--- config.mk ---
export PLATFORM = sky130hd
export DESIGN_NAME = iter_alu_flat
export DESIGN_NICKNAME = d
export VERILOG_FILES = /design/src/rtl/iter_alu_if.sv /design/src/rtl/iter_alu.sv /design/src/flat_wrapper.sv
export SDC_FILE = /design/constraint.sdc
export NUM_CORES = 2
export LEC_CHECK = 0
export BUFFER_PORTS_ARGS = -buffer_cell sky130_fd_sc_hd__buf_2
export CAP_MARGIN = 25
export CORE_ASPECT_RATIO = 1.5
export CORE_MARGIN = 1
export CORE_UTILIZATION = 65
export CTS_BUF_LIST = sky130_fd_sc_hd__clkbuf_16
export CTS_CLUSTER_SIZE = 16
export DETAILED_ROUTE_END_ITERATION = 7
export PLACE_DENSITY = 0.81
export RECOVER_POWER = 100
export SYNTH_ARGS = -nofsm -noshare
export SYNTH_HDL_FRONTEND = slang
export SYNTH_SLANG_ARGS = --single-unit
--- constraint.sdc ---
create_clock -name clk -period 4.8 [get_ports clk]
set_input_delay 0.24 -clock clk [delete_from_list [all_inputs] [get_ports clk]]
set_output_delay 0.24 -clock clk [all_outputs]
set_load 0.02 [all_outputs]
--- src/rtl/iter_alu_if.sv ---
`default_nettype none
// ============================================================================
// Module      : iter_alu_if
// Description : Start/done request and result bundle for the iterative ALU.
// Revision    : 1.0 - initial release
// ============================================================================
interface iter_alu_if #(
    parameter int WIDTH = 64
);
    logic             start;
    logic [2:0]       op;
    logic [WIDTH-1:0] a_in;
    logic [WIDTH-1:0] b_in;
    logic             ready;
    logic             done;
    logic [WIDTH-1:0] result;
    logic             zero;
    logic             overflow;
    logic             div_zero;

    modport master (
        output start, op, a_in, b_in,
        input  ready, done, result, zero, overflow, div_zero
    );

    modport slave (
        input  start, op, a_in, b_in,
        output ready, done, result, zero, overflow, div_zero
    );
endinterface
`default_nettype wire

--- src/rtl/iter_alu.sv ---
`default_nettype none
// ============================================================================
// Module      : iter_alu
// Description : Multi-cycle signed ALU: single-cycle add/sub/and/or, iterative
//               shift-add multiply and restoring divide/remainder.
// Revision    : 1.0 - initial release
// ============================================================================
module iter_alu #(
    parameter int WIDTH = 64
) (
    input  wire logic  clk,
    input  wire logic  rst_n,
    iter_alu_if.slave  bus
);
    localparam int                 c_CNT_W = $clog2(WIDTH) + 1;
    localparam logic [c_CNT_W-1:0] c_LAST  = c_CNT_W'(WIDTH - 1);

    localparam logic [1:0] c_IDLE = 2'd0;
    localparam logic [1:0] c_ITER = 2'd1;
    localparam logic [1:0] c_FIX  = 2'd2;

    localparam logic [2:0] c_OP_ADD = 3'd1;
    localparam logic [2:0] c_OP_SUB = 3'd2;
    localparam logic [2:0] c_OP_MUL = 3'd3;
    localparam logic [2:0] c_OP_DIV = 3'd4;
    localparam logic [2:0] c_OP_AND = 3'd5;
    localparam logic [2:0] c_OP_OR  = 3'd6;
    localparam logic [2:0] c_OP_REM = 3'd7;

    logic [1:0]         r_state;
    logic [1:0]         w_next_state;
    logic               w_ready;

    logic [2:0]         r_op;
    logic               r_neg_a;
    logic               r_neg_b;
    logic               r_min_m1;
    logic [WIDTH-1:0]   r_opnd;
    logic [2*WIDTH-1:0] r_acc;
    logic [c_CNT_W-1:0] r_cnt;

    logic [WIDTH-1:0]   r_result;
    logic               r_zero;
    logic               r_ovf;
    logic               r_dz;
    logic               r_done;

    logic               w_accept;
    logic               w_b_zero;
    logic               w_start_iter;
    logic [WIDTH-1:0]   w_sum;
    logic [WIDTH-1:0]   w_diff;
    logic [WIDTH-1:0]   w_abs_a;
    logic [WIDTH-1:0]   w_abs_b;
    logic [WIDTH-1:0]   w_sc_res;
    logic               w_sc_ovf;
    logic               w_sc_dz;

    logic [WIDTH:0]     w_mul_sum;
    logic [2*WIDTH-1:0] w_mul_next;
    logic [WIDTH:0]     w_div_top;
    logic [WIDTH:0]     w_div_trial;
    logic [2*WIDTH-1:0] w_div_next;

    logic [2*WIDTH-1:0] w_prod;
    logic [WIDTH-1:0]   w_quo_mag;
    logic [WIDTH-1:0]   w_rem_mag;
    logic [WIDTH-1:0]   w_quo;
    logic [WIDTH-1:0]   w_rem;
    logic [WIDTH-1:0]   w_fix_res;
    logic               w_fix_ovf;

    // ---------------------------------------------------------------- FSM
    always_ff @(posedge clk) begin
        if (!rst_n) begin
            r_state <= c_IDLE;
        end else begin
            r_state <= w_next_state;
        end
    end

    always_comb begin
        w_next_state = r_state;
        case (r_state)
            c_IDLE:  if (w_accept && w_start_iter) w_next_state = c_ITER;
            c_ITER:  if (r_cnt == c_LAST) w_next_state = c_FIX;
            c_FIX:   w_next_state = c_IDLE;
            default: w_next_state = c_IDLE;
        endcase
    end

    always_comb begin
        w_ready = (r_state == c_IDLE);
    end

    // ------------------------------------------------ acceptance datapath
    assign w_accept     = bus.start && w_ready;
    assign w_b_zero     = (bus.b_in == '0);
    assign w_start_iter = (bus.op == c_OP_MUL) ||
                          (((bus.op == c_OP_DIV) || (bus.op == c_OP_REM)) && !w_b_zero);
    assign w_sum        = bus.a_in + bus.b_in;
    assign w_diff       = bus.a_in - bus.b_in;
    // Magnitude of MIN is 2^(WIDTH-1), still representable as unsigned.
    assign w_abs_a      = bus.a_in[WIDTH-1] ? (~bus.a_in + 1'b1) : bus.a_in;
    assign w_abs_b      = bus.b_in[WIDTH-1] ? (~bus.b_in + 1'b1) : bus.b_in;

    always_comb begin
        w_sc_res = '0;
        w_sc_ovf = 1'b0;
        w_sc_dz  = 1'b0;
        case (bus.op)
            c_OP_ADD: begin
                w_sc_res = w_sum;
                w_sc_ovf = (bus.a_in[WIDTH-1] == bus.b_in[WIDTH-1]) &&
                           (w_sum[WIDTH-1] != bus.a_in[WIDTH-1]);
            end
            c_OP_SUB: begin
                w_sc_res = w_diff;
                w_sc_ovf = (bus.a_in[WIDTH-1] != bus.b_in[WIDTH-1]) &&
                           (w_diff[WIDTH-1] != bus.a_in[WIDTH-1]);
            end
            c_OP_AND: w_sc_res = bus.a_in & bus.b_in;
            c_OP_OR:  w_sc_res = bus.a_in | bus.b_in;
            c_OP_DIV: begin
                w_sc_res = '1;
                w_sc_dz  = 1'b1;
            end
            c_OP_REM: begin
                w_sc_res = bus.a_in;
                w_sc_dz  = 1'b1;
            end
            default: w_sc_res = '0;
        endcase
    end

    // ------------------------------------------------- iteration datapath
    assign w_mul_sum   = {1'b0, r_acc[2*WIDTH-1:WIDTH]} + {1'b0, r_opnd};
    assign w_mul_next  = r_acc[0] ? {w_mul_sum, r_acc[WIDTH-1:1]}
                                  : {1'b0, r_acc[2*WIDTH-1:1]};
    // Remainder stays below the divisor, so the shifted value fits WIDTH+1 bits.
    assign w_div_top   = r_acc[2*WIDTH-1:WIDTH-1];
    assign w_div_trial = w_div_top - {1'b0, r_opnd};
    assign w_div_next  = w_div_trial[WIDTH]
                       ? {w_div_top[WIDTH-1:0], r_acc[WIDTH-2:0], 1'b0}
                       : {w_div_trial[WIDTH-1:0], r_acc[WIDTH-2:0], 1'b1};

    // ------------------------------------------------------- fix datapath
    assign w_prod    = (r_neg_a ^ r_neg_b) ? (~r_acc + 1'b1) : r_acc;
    assign w_quo_mag = r_acc[WIDTH-1:0];
    assign w_rem_mag = r_acc[2*WIDTH-1:WIDTH];
    assign w_quo     = (r_neg_a ^ r_neg_b) ? (~w_quo_mag + 1'b1) : w_quo_mag;
    assign w_rem     = r_neg_a ? (~w_rem_mag + 1'b1) : w_rem_mag;

    always_comb begin
        w_fix_res = '0;
        w_fix_ovf = 1'b0;
        case (r_op)
            c_OP_MUL: begin
                w_fix_res = w_prod[WIDTH-1:0];
                w_fix_ovf = (w_prod[2*WIDTH-1:WIDTH] != {WIDTH{w_prod[WIDTH-1]}});
            end
            c_OP_DIV: begin
                w_fix_res = w_quo;
                w_fix_ovf = r_min_m1;
            end
            c_OP_REM: begin
                w_fix_res = w_rem;
                w_fix_ovf = r_min_m1;
            end
            default: w_fix_res = '0;
        endcase
    end

    // --------------------------------------------------- register update
    always_ff @(posedge clk) begin
        if (!rst_n) begin
            r_op     <= '0;
            r_neg_a  <= 1'b0;
            r_neg_b  <= 1'b0;
            r_min_m1 <= 1'b0;
            r_opnd   <= '0;
            r_acc    <= '0;
            r_cnt    <= '0;
            r_result <= '0;
            r_zero   <= 1'b1;
            r_ovf    <= 1'b0;
            r_dz     <= 1'b0;
            r_done   <= 1'b0;
        end else begin
            r_done <= 1'b0;
            case (r_state)
                c_IDLE: begin
                    if (w_accept) begin
                        r_op <= bus.op;
                        if (w_start_iter) begin
                            r_neg_a  <= bus.a_in[WIDTH-1];
                            r_neg_b  <= bus.b_in[WIDTH-1];
                            r_min_m1 <= (bus.a_in == {1'b1, {(WIDTH-1){1'b0}}}) &&
                                        (bus.b_in == '1);
                            r_cnt    <= '0;
                            if (bus.op == c_OP_MUL) begin
                                r_opnd <= w_abs_a;
                                r_acc  <= {{WIDTH{1'b0}}, w_abs_b};
                            end else begin
                                r_opnd <= w_abs_b;
                                r_acc  <= {{WIDTH{1'b0}}, w_abs_a};
                            end
                        end else begin
                            r_result <= w_sc_res;
                            r_zero   <= (w_sc_res == '0);
                            r_ovf    <= w_sc_ovf;
                            r_dz     <= w_sc_dz;
                            r_done   <= 1'b1;
                        end
                    end
                end
                c_ITER: begin
                    r_cnt <= r_cnt + 1'b1;
                    r_acc <= (r_op == c_OP_MUL) ? w_mul_next : w_div_next;
                end
                c_FIX: begin
                    r_result <= w_fix_res;
                    r_zero   <= (w_fix_res == '0);
                    r_ovf    <= w_fix_ovf;
                    r_dz     <= 1'b0;
                    r_done   <= 1'b1;
                end
                default: r_done <= 1'b0;
            endcase
        end
    end

    assign bus.ready    = w_ready;
    assign bus.done     = r_done;
    assign bus.result   = r_result;
    assign bus.zero     = r_zero;
    assign bus.overflow = r_ovf;
    assign bus.div_zero = r_dz;

endmodule
`default_nettype wire

--- src/flat_wrapper.sv ---
// flat-port wrapper written by rule: the top's interface ports become plain ports
module iter_alu_flat 
#(
    parameter int WIDTH = 64
)
  (clk, rst_n, bus_start, bus_op, bus_a_in, bus_b_in, bus_ready, bus_done, bus_result, bus_zero, bus_overflow, bus_div_zero);
  iter_alu_if #(.WIDTH(WIDTH)) bus_i ();
  input  wire logic clk;
  input  wire logic rst_n;
  input wire logic [$bits(bus_i.start)-1:0] bus_start;
  input wire logic [$bits(bus_i.op)-1:0] bus_op;
  input wire logic [$bits(bus_i.a_in)-1:0] bus_a_in;
  input wire logic [$bits(bus_i.b_in)-1:0] bus_b_in;
  output wire logic [$bits(bus_i.ready)-1:0] bus_ready;
  output wire logic [$bits(bus_i.done)-1:0] bus_done;
  output wire logic [$bits(bus_i.result)-1:0] bus_result;
  output wire logic [$bits(bus_i.zero)-1:0] bus_zero;
  output wire logic [$bits(bus_i.overflow)-1:0] bus_overflow;
  output wire logic [$bits(bus_i.div_zero)-1:0] bus_div_zero;
  assign bus_i.start = bus_start;
  assign bus_i.op = bus_op;
  assign bus_i.a_in = bus_a_in;
  assign bus_i.b_in = bus_b_in;
  assign bus_ready = bus_i.ready;
  assign bus_done = bus_i.done;
  assign bus_result = bus_i.result;
  assign bus_zero = bus_i.zero;
  assign bus_overflow = bus_i.overflow;
  assign bus_div_zero = bus_i.div_zero;
  iter_alu #(.WIDTH(WIDTH)) u_core (.clk(clk), .rst_n(rst_n), .bus(bus_i));
endmodule
==> impl_metrics.tcl, run 1 <==
set metrics [dict create \
    synth_nets 6821 \
    yosys_warnings 0 \
    h-tree-depth 1 \
    grt_pass1_vias 57300 \
    die_height_um 318 \
    cts_hold_buf 0 \
    cts.sinks 275 \
    io_buffers 202 \
    synthFlopType "dfxtp_1" \
    syn_area_per_cell_um2 6.82 \
    cts-root-buf "clkbuf_16" \
    grt_first_pass_wirelength_mm 366 \
    dp_hpwl_mm 171 \
    rows 115 \
    stop_stage "5_1_grt" \
    grt-ovfl-total 18 \
    grt_usage_pct 70.8 \
    grt_max_degree 124 \
    post-cts-setup-buffers 0 \
    numCtsBuffers 27 \
    synthCells 6341 \
    synth_edf_count 0 \
    io_pins 203 \
    cts.path.max_buffers 3 \
    yosys_register_bits 275 \
    cts_repair_resize_count 0 \
    async_reset_ff_share_pct 0 \
    gp_congestion 1.24 \
    start_util_pct 65.8 \
    synth_cell_types 101 \
    firstError "[ERROR GRT-0116] Global routing finished with congestion. Check the congestion regions in the DRC Viewer." \
    synth-seq-area-share_pct 12.7 \
    status "aborted with a tool error" \
    die_w_um 213 \
    syn_area_um2 43200 \
]
==> stage by stage <==
stage	setup WS, ps	TNS (ps)	cells	utilization, %	area, um^2
after floorplan	680	0	6341	-	43200
after global placement	-19.4	-19.4	7368	71.7	47100
after CTS	255	0	7415	73.1	48100
after detailed placement	30.8	0	7368	71.7	47100
==> cells in the mapped netlist (all sizes together) (57+ instances only) <==
library cell  count  area share (%)
a211oi          189             3.3
a21o            130             2.3
a21oi           544             6.3
a221oi           85             1.7
a311oi           69             1.4
a31oi            69             1.0
buf              63            0.64
clkbuf          443             3.9
dfxtp           275              13
ha              342             9.9
inv             312             2.7
mux2i           114             2.6
nand2           692             6.0
nand2b           57            0.82
nand3           133             1.6
nand4           118             1.7
nor2            560             4.9
nor3            147             1.8
nor4            126             2.0
o211ai          125             2.2
o21ai           335             3.9
o22ai            71             1.0
o31ai            97             1.7
or3              69             1.0
xnor2           293             5.9
xor2            130             2.6
==> layer usage <==
metal  track usage [%]  GRT overflow
met5              9.24             0
met3              45.6             1
met4              73.0            13
met2              91.4             4
met1              73.3             0
==> kinds of logic after synthesis <==
logic type,count (synthesis),share of synthesized area (%)
buf+inv,823,7.24
fa+ha+maj,346,10.1
mux,124,2.90
compound gates,2166,34.0
xor+xnor,423,8.57
flops,275,12.7
simple gates,2184,24.4
==> run 2, diff against run 1 <==
--- a/config.mk
+++ b/config.mk
@@ -7,13 +7,10 @@
 export LEC_CHECK = 0
 export BUFFER_PORTS_ARGS = -buffer_cell sky130_fd_sc_hd__buf_2
 export CAP_MARGIN = 25
-export CORE_ASPECT_RATIO = 1.5
 export CORE_MARGIN = 1
-export CORE_UTILIZATION = 65
-export CTS_BUF_LIST = sky130_fd_sc_hd__clkbuf_16
-export CTS_CLUSTER_SIZE = 16
+export CORE_UTILIZATION = 40
 export DETAILED_ROUTE_END_ITERATION = 7
-export PLACE_DENSITY = 0.81
+export PLACE_DENSITY_LB_ADDON = 0.15
 export RECOVER_POWER = 100
 export SYNTH_ARGS = -nofsm -noshare
 export SYNTH_HDL_FRONTEND = slang
==> run 2 against run 1 <==
  * The flow now finishes, with violations (DRC, capacitance limit, slew limit)
  * Synthesized area is the same
  * Synthesized cell count is the same
==> impl_metrics.tcl, run 2 <==
set metrics [dict create \
    end_kind "flop" \
    synth_cell_types 101 \
    cts.path.max_buffers 3 \
    final_common_cell "nand2_1" \
    synthFlopType "dfxtp_1" \
    multi_input_area_um2 34800 \
    power_density_nw_per_um2 626 \
    syn_to_final_growth_pct 16.6 \
    cts_hold_buf 0 \
    hold_depth 3 \
    die_area_um2 109000 \
    holdCritStartpoint "rst_n" \
    yosys_register_bits 275 \
    worst_slew_pin_slew_ps 2720 \
    drc 11 \
    cts.sinks 275 \
    synthTopCellsByCount "nand2_1 (692), nor2_1 (560), a21oi_1 (542)" \
    worstSetupPathType "reg -> reg" \
    pre_cts_ws_ps -221 \
    period_needed_ps 4780 \
    cp_max_fo 9 \
    p_leak_nw 20.9 \
    finalInstanceArea_um2 50400 \
    synth-seq-area-share_pct 12.7 \
    antenna_found_initial 10 \
    rows 120 \
    final_cells 8162 \
    skew_ps 49.0 \
    synthXorXnorAreaFrac_pct 8.57 \
    fin_ws_ps 18.3 \
    violations "DRC, capacitance limit, slew limit" \
    start_util_pct 40.3 \
    drt_wl_total_mm 240 \
    fin_hold_ws_ps 111 \
    reg2reg_depth 13 \
    yosys.area_share.simple_pct 24.4 \
    grtUsageMet2_pct 64.5 \
    yosys_warnings 0 \
    nFillCells 11300 \
    use_met3_pct 5.50 \
    finalMaxSlewViolations 105 \
    io_pins 203 \
    utilization_pct 47.0 \
    via_count 53900 \
    async_reset_ff_share_pct 0 \
    syn_area_per_cell_um2 6.82 \
    drive_above_1_share_pct 14.1 \
    routedWlPerCell_um 29.5 \
    startpoint_type "flop" \
    avgViaCountPerCell 6.60 \
    synthMuxAreaShare_pct 2.90 \
    synthCells 6341 \
    gp_congestion 1.08 \
    synth_nets 6821 \
    status "finished, violations left" \
    cts_tree "built" \
    setup_viol 0 \
    holdPathEnd "u_core.r_acc[61]" \
    synth_top_cell_area_share_pct 12.7 \
    dr.pass1.iters 8 \
    finalNetCount 7208 \
    synth_top_family_by_area "compound AO/OA/AOI/OAI gates" \
    reg2reg_setup_slack_ps 20 \
    rsz0062_at_grt "false" \
    cp.required_ps 5250 \
    grt_max_degree 100 \
    layout_common_cells "nand2_1 (692), buf_4 (612), nor2_1 (554)" \
    cts-root-buf "clkbuf_16" \
    drt-initial-drc-count 6709 \
    grt_usage_pct 42.1 \
    largest_register_ffs 128 \
    finalHoldViolCount 0 \
    regArea_um2 5510 \
    cap_viol_max_count 3 \
    synth_edf_count 0 \
    busiest_layer "met2" \
    max-slew-margin-rel_pct -81.5 \
    core-area_um2 107000 \
    h-tree-depth 2 \
    met1_usage_pct 56.8 \
    max_freq_ghz 0.209 \
    syn_area_um2 43200 \
    cp_data_arrival_time_ps 5230 \
    clkTransAtPathRegs_ps 70 \
    place_inst 8090 \
    ant_nets 0 \
    die_w_um 331 \
    grt-ovfl-total 0 \
    synth-compound-area-share_pct 34.0 \
    reg2reg_to "u_core.bus.overflow" \
    vdd_drop_max_uv 648 \
    post-route-period-util_pct 99.6 \
    io_buffers 202 \
    clkLatencyLatePin_ps 590 \
    synthMostInstantiatedCell "nand2_1" \
    numCtsBuffers 36 \
    synthTopCellsByArea "dfxtp_1 (13%), ha_1 (9.9%), a21oi_1 (6.3%)" \
    grt_first_pass_wirelength_mm 341 \
    grt_pass1_vias 49100 \
    synth_fa_ha_area_share_pct 10.1 \
    dp_hpwl_mm 194 \
    top_register "u_core.r_acc" \
    yosysTopAreaCell "dfxtp_1" \
    die_height_um 331 \
    postPlaceCellArea_um2 49300 \
    reg2reg_from "u_core.r_acc[64]" \
    hold_class "in -> reg" \
]
-- run 2: cell counts after synthesis --
No cell type changed its count.
-- run 2: timing repair --
action	CTS	global route
resized for setup	1	8
endpoints found under the setup margin	1	58
gates cloned	0	1
setup buffers	0	2
-- run 2: cells by family (layout without fill, tap and decap cells) --
| logic type | count (synthesis) | count (layout) |
|---|---|---|
| DFF | 275 | 275 |
| xor gates and xnor gates | 423 | 423 |
| buffers and inverters | 823 | 1237 |
| other | 0 | 4 |
| adders and majority gates | 346 | 346 |
| muxes | 124 | 124 |
| AOI/OAI and AO/OA | 2166 | 2166 |
| and+or+nand+nor | 2184 | 2184 |
-- run 2: metrics by stage --
step	setup TNS [ps]	power, mW
after floorplan	0	17.8
after global placement	-340	27.4
after detailed placement	-277	27.4
after CTS	0	30.5
after global routing	0	33.0
final	0	31.6
-- run 2: final cells by class --
type | instances | area share (%)
Multi-Input combinational cell | 5243 | 68.9
Timing Repair Buffer | 855 | 11.8
Sequential cell | 275 | 10.9
Tap cell | 1403 | 3.48
Inverter | 317 | 2.38
Clock buffer | 45 | 1.96
Clock inverter | 20 | 0.519
Antenna cell | 4 | 0.0198
-- run 2: worst max-delay path by stage --
stage,from,endpoint
finish,u_core.r_acc[64],u_core.bus.overflow
global route,bus_a_in[38],u_core.bus.zero
CTS,u_core.r_acc[3],u_core.bus.overflow
detailed placement,bus_b_in[30],u_core.bus.zero
global placement,bus_b_in[30],u_core.bus.zero
floorplan,u_core.r_acc[63],u_core.r_acc[124]
-- run 2: report_power, final --
group          total, mW  switching [mW]  internal (mW)
logic               25.5            15.8           9.69
registers           3.10           0.503           2.60
clock network       2.98            1.24           1.75
-- run 2: layer usage --
metal | routed length [um] | part of all wire, % | up-vias
li1 | - | - | 24300
met1 | 101000 | 42 | 26000
met2 | 102000 | 43 | 3025
met3 | 21400 | 8.9 | 587
met4 | 15900 | 6.6 | 2
met5 | 8 | 0.0033 | -
-- run 2: critical path: stages (launching register included) --
cell	delay (ps)
dfxtp_1	390
or4_4	580
nand4b_1	230
or3_1	460
or4_1	760
xnor2_1	240
o31ai_1	270
a21oi_1	190
a21oi_1	250
a41oi_1	310
nor4_4	460
buf_4	170
o21ai_1	120
and3_1	220
Power figures use the tool's default switching activity.
